File: src/rtl/orv64_amo_seq.sv
// RV64A atomic sequencer: serializes one AMO into fence / load / ALU / store on the D$ port.
// Owns the D$ request port only while busy; ordinary loads and stores bypass it.
module orv64_amo_seq #(
    parameter int XLEN    = 64,
    parameter int VADDR_W = 39
) (
    input  logic               clk,
    input  logic               rst,
    input  logic               amo_req_valid,
    output logic               amo_req_ready,
    input  logic [3:0]         amo_op,
    input  logic               amo_is_w,
    input  logic               amo_aq,
    input  logic               amo_rl,
    input  logic [VADDR_W-1:0] amo_addr,
    input  logic [XLEN-1:0]    amo_wdata,
    input  logic               amo_kill,
    output logic               dc_req_valid,
    input  logic               dc_req_ready,
    output logic               dc_req_re,
    output logic               dc_req_we,
    output logic               dc_req_aq_rl,
    output logic               dc_req_amo_load,
    output logic               dc_req_amo_store,
    output logic [VADDR_W-1:0] dc_req_addr,
    output logic [XLEN-1:0]    dc_req_wdata,
    output logic [7:0]         dc_req_mask,
    input  logic               dc_resp_valid,
    input  logic [XLEN-1:0]    dc_resp_rdata,
    input  logic               dc_resp_excp,
    output logic               amo_done,
    output logic [XLEN-1:0]    amo_ld_data,
    output logic               amo_excp,
    output logic               amo_excp_misaligned,
    output logic               busy
);

    localparam int HW = XLEN / 2;

    typedef enum logic [2:0] {
        S_IDLE,
        S_FENCE_REQ,
        S_FENCE_WAIT,
        S_LD_REQ,
        S_LD_WAIT,
        S_ST_REQ,
        S_ST_WAIT,
        S_DONE
    } state_t;

    state_t state, state_n;

    logic [3:0]         op_q;
    logic               is_w_q;
    logic [VADDR_W-1:0] addr_q;
    logic [XLEN-1:0]    wdata_q;
    logic [XLEN-1:0]    st_data_q;
    logic [XLEN-1:0]    ld_data_q;
    logic               abort_q;
    logic               excp_q;
    logic               misal_q;

    logic accept;
    logic misaligned;
    logic aborting;
    logic [7:0] mask;

    assign accept     = amo_req_valid && (state == S_IDLE);
    assign misaligned = amo_is_w ? (amo_addr[1:0] != 2'b00) : (amo_addr[2:0] != 3'b000);
    // A kill arriving together with the response still counts as an abort.
    assign aborting   = abort_q | amo_kill;
    assign mask       = !is_w_q ? 8'hFF : (addr_q[2] ? 8'hF0 : 8'h0F);

    // Word operands are sign-extended to XLEN: signed and unsigned orderings
    // both survive the extension, so one 64-bit comparator serves .W and .D.
    logic [HW-1:0]   old_w;
    logic [XLEN-1:0] opa, opb, alu_r, new_val;
    logic            lt_s, lt_u;

    always_comb begin
        old_w = addr_q[2] ? dc_resp_rdata[XLEN-1:HW] : dc_resp_rdata[HW-1:0];
        opa   = is_w_q ? {{HW{old_w[HW-1]}}, old_w} : dc_resp_rdata;
        opb   = is_w_q ? {{HW{wdata_q[HW-1]}}, wdata_q[HW-1:0]} : wdata_q;
        lt_s  = $signed(opa) < $signed(opb);
        lt_u  = opa < opb;
        alu_r = opb;
        case (op_q)
            4'd1:    alu_r = opa + opb;
            4'd2:    alu_r = opa ^ opb;
            4'd3:    alu_r = opa & opb;
            4'd4:    alu_r = opa | opb;
            4'd5:    alu_r = lt_s ? opa : opb;
            4'd6:    alu_r = lt_s ? opb : opa;
            4'd7:    alu_r = lt_u ? opa : opb;
            4'd8:    alu_r = lt_u ? opb : opa;
            default: alu_r = opb;
        endcase
        new_val = is_w_q ? {alu_r[HW-1:0], alu_r[HW-1:0]} : alu_r;
    end

    always_ff @(posedge clk) begin
        if (rst) state <= S_IDLE;
        else     state <= state_n;
    end

    always_comb begin
        state_n             = state;
        amo_req_ready       = 1'b0;
        dc_req_valid        = 1'b0;
        dc_req_re           = 1'b0;
        dc_req_we           = 1'b0;
        dc_req_aq_rl        = 1'b0;
        dc_req_amo_load     = 1'b0;
        dc_req_amo_store    = 1'b0;
        dc_req_addr         = '0;
        dc_req_wdata        = '0;
        dc_req_mask         = 8'h00;
        amo_done            = 1'b0;
        amo_excp            = 1'b0;
        amo_excp_misaligned = 1'b0;
        case (state)
            S_IDLE: begin
                amo_req_ready = 1'b1;
                if (accept) begin
                    if (misaligned)             state_n = S_DONE;
                    else if (amo_aq || amo_rl)  state_n = S_FENCE_REQ;
                    else                        state_n = S_LD_REQ;
                end
            end
            S_FENCE_REQ: begin
                dc_req_valid = 1'b1;
                dc_req_aq_rl = 1'b1;
                dc_req_addr  = addr_q;
                if (dc_req_ready)  state_n = S_FENCE_WAIT;
                else if (amo_kill) state_n = S_IDLE;
            end
            S_FENCE_WAIT: begin
                if (dc_resp_valid) state_n = aborting ? S_IDLE : S_LD_REQ;
            end
            S_LD_REQ: begin
                dc_req_valid    = 1'b1;
                dc_req_re       = 1'b1;
                dc_req_amo_load = 1'b1;
                dc_req_addr     = addr_q;
                dc_req_mask     = mask;
                if (dc_req_ready)  state_n = S_LD_WAIT;
                else if (amo_kill) state_n = S_IDLE;
            end
            S_LD_WAIT: begin
                if (dc_resp_valid) begin
                    if (aborting)          state_n = S_IDLE;
                    else if (dc_resp_excp) state_n = S_DONE;
                    else                   state_n = S_ST_REQ;
                end
            end
            S_ST_REQ: begin
                dc_req_valid     = 1'b1;
                dc_req_we        = 1'b1;
                dc_req_amo_store = 1'b1;
                dc_req_addr      = addr_q;
                dc_req_wdata     = st_data_q;
                dc_req_mask      = mask;
                if (dc_req_ready) state_n = S_ST_WAIT;
            end
            S_ST_WAIT: begin
                if (dc_resp_valid) state_n = S_DONE;
            end
            S_DONE: begin
                amo_done            = 1'b1;
                amo_excp            = excp_q;
                amo_excp_misaligned = misal_q;
                state_n             = S_IDLE;
            end
            default: state_n = S_IDLE;
        endcase
    end

    always_ff @(posedge clk) begin
        if (rst) begin
            op_q      <= 4'd0;
            is_w_q    <= 1'b0;
            addr_q    <= '0;
            wdata_q   <= '0;
            st_data_q <= '0;
            ld_data_q <= '0;
            abort_q   <= 1'b0;
            excp_q    <= 1'b0;
            misal_q   <= 1'b0;
        end else begin
            if (accept) begin
                op_q    <= amo_op;
                is_w_q  <= amo_is_w;
                addr_q  <= amo_addr;
                wdata_q <= amo_wdata;
                abort_q <= 1'b0;
                excp_q  <= misaligned;
                misal_q <= misaligned;
            end
            case (state)
                S_FENCE_REQ, S_LD_REQ: if (amo_kill && dc_req_ready) abort_q <= 1'b1;
                S_FENCE_WAIT:          if (amo_kill) abort_q <= 1'b1;
                S_LD_WAIT: begin
                    if (amo_kill) abort_q <= 1'b1;
                    if (dc_resp_valid && !aborting) begin
                        ld_data_q <= opa;
                        st_data_q <= new_val;
                        excp_q    <= dc_resp_excp;
                    end
                end
                S_ST_WAIT: if (dc_resp_valid) excp_q <= dc_resp_excp;
                default: ;
            endcase
        end
    end

    assign amo_ld_data = ld_data_q;
    assign busy        = (state != S_IDLE);

endmodule

File: config.mk
export PLATFORM = sky130hd
export DESIGN_NAME = orv64_amo_seq
export DESIGN_NICKNAME = d
export VERILOG_FILES = /design/src/rtl/orv64_amo_seq.sv
export SDC_FILE = /design/constraint.sdc
export NUM_CORES = 1
export LEC_CHECK = 0
export CAP_MARGIN = 15
export CELL_PAD_IN_SITES_DETAIL_PLACEMENT = 1
export CELL_PAD_IN_SITES_GLOBAL_PLACEMENT = 2
export CORE_MARGIN = 2
export CORE_UTILIZATION = 27
export CTS_BUF_LIST = sky130_fd_sc_hd__clkbuf_8 sky130_fd_sc_hd__clkbuf_16
export DETAILED_ROUTE_END_ITERATION = 10
export GPL_ROUTABILITY_DRIVEN = 0
export PLACE_DENSITY_LB_ADDON = 0.2
export SLEW_MARGIN = 40
export SYNTH_ARGS = -nofsm -noshare
export SYNTH_HDL_FRONTEND = slang
export SYNTH_SLANG_ARGS = --single-unit
File: constraint.sdc
create_clock -name clk -period 5.4 [get_ports clk]
set_clock_uncertainty 0.1 [all_clocks]
set_input_delay 1.62 -clock clk [delete_from_list [all_inputs] [get_ports clk]]
set_output_delay 1.62 -clock clk [all_outputs]
set_load 0.02 [all_outputs]
# Word level (Yosys, flattened, before mapping)
# Index checks and enable logic that the tools add are counted.
# totals
in_bits,181
reg_bits,242
word_cells,97
# op_classes
order_cmp,2
bitwise_logic,4
n_mux,45
addsub,1
eq_ne,20
reduce_logical,15
# op_table
operator,count
$mux W64,8
$pmux W64 S8,1
$lt A64 B64 Y1,2
$add A64 B64 Y64,1
$and A64 B64 Y64,1
$or A64 B64 Y64,1
$xor A64 B64 Y64,1
$mux W39,1
$mux W32,1
$mux W3,10
$mux W8,3
$pmux W3 S8,1
$eq A4 B3 Y1 const B,4
$mux W1,15
$eq A3 B3 Y1 const B,4
$ne A2 B2 Y1 const B,5
$eq A4 B2 Y1 const B,2
$eq A3 B2 Y1 const B,2
$mux W2,3
$reduce_bool A3 Y1,2
$reduce_or A2 Y1,3
$reduce_and A5 Y1,1
$eq A4 B1 Y1 const B,1
$eq A4 B4 Y1 const B,1
10 further kinds,13

# Depth between registers and ports, before layout
# Gate-level depths: netlist of the first run.
# logic_depth
ltp_word,6
mapped_depth,24
mapped_depth_nobuf,17

# Worst setup path after synthesis of the first run
# Ideal clock, no wire load.
# synth_timing
path_kind,input-to-reg
startpoint,in dc_resp_rdata[63]
endpoint,reg st_data_q[54]
cell_stages,18
slack_ns,-0.397
t_required_ns,5.178
arrival_ns,5.575
cell_sequence,mux2i_1 > nor2_1 > clkbuf_1 > buf_1 > a21oi_1 > ha_1 > nor4_2 > nand4_2 > nor3_2 > o21ai_1 > a211oi_4 > or2_4 > mux2i_4 > a21boi_4 > nand2_4 > a221oi_2 > o21ai_1 > a221o_1
# synth_via
elab_chain_len,6
# synth_rtl
item,line,source
from (decl),29,"input logic [XLEN-1:0] dc_resp_rdata,"
$mux W32,81,old_w = addr_q[2] ? dc_resp_rdata[XLEN-1:HW] : dc_resp_rdata[HW-1:0];
$mux W64 *,82,"opa = is_w_q ? {{HW{old_w[HW-1]}}, old_w} : dc_resp_rdata;"
$lt A64 B64 Y1 (on tied branches),"85, 84",
$mux W64 (on tied branches),n/a,
$pmux W64 S8 *,87,case (op_q)
$mux W64 *,98,"new_val = is_w_q ? {alu_r[HW-1:0], alu_r[HW-1:0]} : alu_r;"
to (signal assigned),206,st_data_q <= new_val;
to (decl),57,logic [XLEN-1:0] st_data_q;
# Mark *: on every way between the ends. The rest lies on a longest branch, timed or not.
# A chain may end at the register's enable or synchronous reset.

# Worst setup path after layout of the first run
# layout_timing
startpoint,in dc_resp_rdata[31]
endpoint,reg st_data_q[51]
# The elaborated chain is that of the path after synthesis.

==> results.sh, run 1 <==
export IMPL_initial_utilization_pct=27.1
export IMPL_arrival_ns=5.94
export IMPL_firstDrtPassIters=5
export IMPL_rsz0062_at_grt="yes"
export IMPL_p_total_mw=12.8
export IMPL_synth_area_leaders="dfxtp_1, ha_1, a21oi_1"
export IMPL_synth_cell_area_um2=19700
export IMPL_whs_ns=0.348
export IMPL_drc=0
export IMPL_cts_made_buffers=31
export IMPL_setup_viol=34
export IMPL_core_area_um2=72700
export IMPL_routed_wl_um=118000
export IMPL_nNetsFinal=4007
export IMPL_fmax_mhz=179
export IMPL_hold_class="reg2reg"
export IMPL_worstMarginPinSlew_ns=0.802
export IMPL_area_delta_synth_final_pct=62.7
export IMPL_timing_final_crit_share_pct=104
export IMPL_yosysUniqueCellTypes=92
export IMPL_grt_max_degree=103
export IMPL_synth_cells=2737
export IMPL_setup_ws_ns=-0.190
export IMPL_max_vdd_ir_drop_mv=0.272
export IMPL_grt_usage_pct=30.0
export IMPL_wl_per_cell_um=25.5
export IMPL_yosysTopAreaCellShare_pct=24.6
export IMPL_yosysWarnings=0
export IMPL_syn_avg_cell_area_um2=7.21
export IMPL_antenna_found_initial=4
export IMPL_seq_area_frac_synth_pct=24.6
export IMPL_grt_overflow=0
export IMPL_root_buffer="clkbuf_16"
export IMPL_fin_crit_ns=5.59
export IMPL_synth_ff_type="dfxtp_1"
export IMPL_dp_hpwl_um=92800
export IMPL_fillCellCount=8722
export IMPL_p_leak_nw=13.5
export IMPL_critical_path_required_ns=5.75
export IMPL_via_count=25000
export IMPL_ys_async_sr_fraction_pct=0
export IMPL_utilization_pct=44.2
export IMPL_clk_pin_slew_worst_paths_ns=0.06
export IMPL_syn_nets=3111
export IMPL_clock_latency_ns=0.60
export IMPL_viasPerCell=5.42
export IMPL_cts_tree="done"
export IMPL_port_buffers=366
export IMPL_start_kind="input pin"
export IMPL_die_x_um=274
export IMPL_status="finished with violations"
export IMPL_row_count=99
export IMPL_drt_initial_drc_count=1897
export IMPL_critPathCaptureType="flop"
export IMPL_synth_edf_count=0
export IMPL_crit_type="in2reg"
export IMPL_ant_nets=0
export IMPL_synth_seq_cells=242
export IMPL_slew_viol_final=0
export IMPL_worstPathMaxFanout=8
export IMPL_clockBufferDepth=3
export IMPL_max_slew_margin_pct=46.4
export IMPL_power_density_nw_per_um2=400
export IMPL_dieArea_um2=75300
export IMPL_maxCapViolCount=0
export IMPL_cts_htree_levels=1
export IMPL_cts_sinks=242
export IMPL_die_h_um=274
export IMPL_dp_slack_ns=-2.07
export IMPL_yosysTopAreaCell="dfxtp_1"
export IMPL_dpl_instance_area_um2=29000
export IMPL_hold_viol_final=0
export IMPL_fin_area_um2=32100
export IMPL_io_pin_count=367
export IMPL_grt_pass1_vias=25600
export IMPL_drive_gt1_share_pct=28.5
export IMPL_violations="negative setup slack"
export IMPL_grt_pass1_wl_um=170000
cells in the final DEF, fill, tap and decap left out, types with 33 or more instances in the layout:
master / Yosys / routed
a211oi_1: 93 / 87
a21o_1: 48 / 48
a21oi_1: 336 / 283
a21oi_2: 0 / 48
and2_1: 109 / 108
buf_4: 11 / 655
buf_6: 2 / 36
clkdlybuf4s50_1: 0 / 350
dfxtp_1: 242 / 240
ha_1: 192 / 171
inv_1: 162 / 162
nand2_1: 371 / 364
nor2_1: 217 / 208
nor3_1: 40 / 33
o211ai_1: 37 / 37
o21ai_0: 156 / 118
what timing repair did:
action	CTS	global route
resized for setup	174	205
endpoints found under the setup margin	64	60
hold buffers	0	0
cloned	1	1
setup buffers	29	30
pin swaps	34	81
routing by layer:
| metal | track usage [%] | vias to the layer above | part of all wire, % |
|---|---|---|---|
| met5 | 0 | - | 0.021 |
| met4 | 13.4 | 4 | 5.3 |
| met3 | 5.06 | 263 | 7.5 |
| met2 | 47.6 | 1001 | 44 |
| met1 | 39.8 | 12300 | 43 |
| li1 | - | 11400 | - |
cell families after synthesis:
kind of cell | share of synthesized area [%]
compound gates | 30.4
xor+xnor | 1.46
fa+ha+maj | 12.3
buf+inv | 7.76
flops | 24.6
mux | 2.31
simple gates | 21.2
per-stage QoR:
step | TNS [ns] | cells
floorplan | 0 | 2737
global placement | -98.53 | 4504
detailed placement | -97.29 | 4505
CTS | -0.0200 | 4591
global route | -4.61 | 4616
finish | -2.20 | 4617
report_power, final:
group          leakage [nW]  total (mW)  switching, mW  internal [mW]
combinational          11.0        8.37           4.89           3.48
clock                 0.529        2.09          0.868           1.22
sequential             1.97        2.39          0.325           2.06
total                  13.5        12.8           6.08           6.76
cells in the mapped netlist, drive strengths merged, types with 36 or more instances:
master  instances
nand3          36
and2          110
o21ai         165
a211oi         94
o211ai         37
a21o           48
nor3           41
mux2i          42
buf            58
a21oi         336
nand2         373
clkbuf        163
a221oi         47
nor2          219
inv           163
dfxtp         242
ha            192
critical path: stages:
cell	delay, ns
buf_8	0.10
mux2i_4	0.30
nor2_4	0.16
buf_4	0.17
a21oi_2	0.18
buf_4	0.15
ha_1	0.25
nor3_2	0.30
nand4_2	0.24
nor3_4	0.30
o21ai_2	0.11
a211oi_4	0.27
or2_4	0.18
buf_6	0.11
mux2i_4	0.25
buf_4	0.15
o21ai_4	0.09
buf_6	0.18
nor3_1	0.20
a21oi_1	0.06
buf_4	0.19
a21oi_1	0.27
a211oi_1	0.11
state kept, by name, indices dropped and copies added (netlist names):
register     cells
is_w_q           1
amo_ld_data     64
misal_q          1
addr_q          39
abort_q          1
st_data_q       64
op_q             4
wdata_q         64
excp_q           1
state            3
final timing paths:
path,startpoint,endpoint,slack [ns],cells after the start
min,st_data_q[9],st_data_q[9],0.35,2
max reg2reg,is_w_q,st_data_q[51],0.04,20
min reg2reg,st_data_q[9],st_data_q[9],0.35,2
max,dc_resp_rdata[31],st_data_q[51],-0.19,23
cell type report:
type | instances | area (µm²) | share of cell area (%)
Multi-Input combinational cell | 2110 | 14900 | 46.3
Timing Repair Buffer | 1084 | 9540 | 29.7
Sequential cell | 242 | 4850 | 15.1
Tap cell | 959 | 1200 | 3.74
Clock buffer | 41 | 913 | 2.85
Inverter | 164 | 616 | 1.92
Clock inverter | 16 | 114 | 0.355
Antenna cell | 1 | 2.50 | 0.00780
Power figures use the tool's default switching activity.
==> run 2, diff against run 1 <==
Settings changed: MAX_ROUTING_LAYER from default to met4.
==> results.sh, run 2 (synthesis results as in run 1) <==
export IMPL_antenna_found_initial=2
export IMPL_die_x_um=274
export IMPL_cp_depth=27
export IMPL_reg2reg_to="st_data_q[33]"
export IMPL_hold_buffers=0
export IMPL_cp_common_cell="buf_6"
export IMPL_fmax_mhz=178
export IMPL_critical_path_required_ns=5.81
export IMPL_row_count=99
export IMPL_status="finished with violations"
export IMPL_cp_num_buf_inv=11
export IMPL_clk_pin_slew_worst_paths_ns=0.06
export IMPL_dpl_instance_area_um2=29000
export IMPL_worstPathMaxFanout=8
export IMPL_cp_top_family="buffers and inverters"
export IMPL_cts_made_buffers=31
export IMPL_cts_htree_levels=1
export IMPL_nNetsFinal=4017
export IMPL_power_density_nw_per_um2=401
export IMPL_violations="negative setup slack"
export IMPL_core_area_um2=72700
export IMPL_hold_viol_final=0
export IMPL_grt_usage_pct=30.9
export IMPL_arrival_ns=6.02
export IMPL_ant_nets=0
export IMPL_routed_wl_um=118000
export IMPL_hold_class="reg2reg"
export IMPL_setup_ws_ns=-0.208
export IMPL_r2r_slack_ns=0.02
export IMPL_drt_initial_drc_count=2051
export IMPL_finalNonFillerCells=4627
export IMPL_dieArea_um2=75300
export IMPL_final_common_cell="buf_4"
export IMPL_critPathCaptureType="flop"
export IMPL_max_vdd_ir_drop_mv=0.299
export IMPL_root_buffer="clkbuf_16"
export IMPL_worst_path_max_delay_cell="nor3_1"
export IMPL_port_buffers=366
export IMPL_whs_endpoint="addr_q[16]"
export IMPL_die_h_um=274
export IMPL_crit_type="in2reg"
export IMPL_max_slew_margin_pct=41.9
export IMPL_worstMarginPinSlew_ns=0.871
export IMPL_final_setup_tns_ns=-3.48
export IMPL_initial_utilization_pct=27.1
export IMPL_hold_depth=2
export IMPL_utilization_pct=44.4
export IMPL_slew_viol_final=0
export IMPL_setup_viol=48
export IMPL_mostFrequentLayoutCells="buf_4, nand2_1, clkdlybuf4s50_1"
export IMPL_clockBufferDepth=3
export IMPL_drive_gt1_share_pct=28.6
export IMPL_start_kind="input pin"
export IMPL_drc=0
export IMPL_grt_max_degree=103
export IMPL_fin_crit_ns=5.61
export IMPL_rsz0062_at_grt="yes"
export IMPL_timing_final_crit_share_pct=104
export IMPL_p_leak_nw=13.6
export IMPL_fillCellCount=8698
export IMPL_clock_latency_ns=0.61
export IMPL_grt_overflow=0
export IMPL_viasPerCell=5.44
export IMPL_wl_per_cell_um=25.5
export IMPL_firstDrtPassIters=5
export IMPL_grt_pass1_wl_um=170000
export IMPL_io_pin_count=367
export IMPL_dp_hpwl_um=92800
export IMPL_rr_worst_depth=20
export IMPL_cts_sinks=242
export IMPL_hp_start="addr_q[16]"
export IMPL_grt_pass1_vias=25600
export IMPL_maxCapViolCount=0
export IMPL_max_stage_delay_ns=0.43
export IMPL_area_delta_synth_final_pct=63.6
export IMPL_fin_area_um2=32300
export IMPL_placed_cells=4505
export IMPL_r2r_start="is_w_q"
export IMPL_cts_tree="done"
export IMPL_via_count=25200
run 2: changes by cell type in the layout (fill, tap and decap cells not counted), moves of 5 or more:
cell      change
o21ai_0       +5
a21oi_4       +6
a221oi_2      -5
a21oi_2       -7
buf_4        +11
run 2: final cells by class:
cell class,instances,area (µm²),share of cell area (%)
Clock inverter,16,114,0.353
Inverter,164,616,1.91
Clock buffer,41,913,2.83
Timing Repair Buffer,1094,9600,29.7
Tap cell,959,1200,3.72
Multi-Input combinational cell,2110,15000,46.4
Sequential cell,242,4850,15.0
Antenna cell,1,2.50,0.00775
run 2: worst max-delay path by stage:
stage | endpoint | startpoint
finish | st_data_q[62] | dc_resp_rdata[31]
global route | st_data_q[62] | dc_resp_rdata[31]
CTS | st_data_q[33] | dc_resp_rdata[50]
detailed placement | st_data_q[61] | dc_resp_rdata[63]
global placement | st_data_q[33] | dc_resp_rdata[63]
floorplan | st_data_q[54] | dc_resp_rdata[63]
run 2: power breakdown:
group / internal (mW) / switching [mW] / leakage (nW)
Sequential: 2.06 / 0.325 / 1.97
Clock: 1.22 / 0.876 / 0.529
Combinational: 3.52 / 4.93 / 11.1
Total: 6.80 / 6.13 / 13.6
run 2: routing by layer:
layer  up-vias  share of wire [%]  track usage [%]
li1      11500                  -                -
met2      1122                 44             47.9
met3       254                6.9             4.32
met1     12300                 44             40.1
met4         0                5.2             12.8
met5         -                  0                -
run 2: tightest hold or removal path: stages (launching register included):
cell	delay, ns
dfxtp_1	0.30
nand2_1	0.05
a21oi_1	0.05
run 2: repair_timing:
item                       in CTS  in global routing
resized for setup             174                213
buffers inserted               29                 40
setup endpoints to repair      64                 59
cloned                          1                  0
pin swaps                      34                 72
run 2: through the flow:
step | hold WS, ns | setup WS (ns) | power (mW)
final | 0.349 | -0.208 | 12.9
after global routing | 0.365 | -0.274 | 13.5
after CTS | 0.349 | -0.0200 | 12.3
after detailed placement | 0.342 | -2.07 | 9.70
after global placement | 0.339 | -2.38 | 9.53
after floorplan | 0.327 | 0.00728 | 5.82
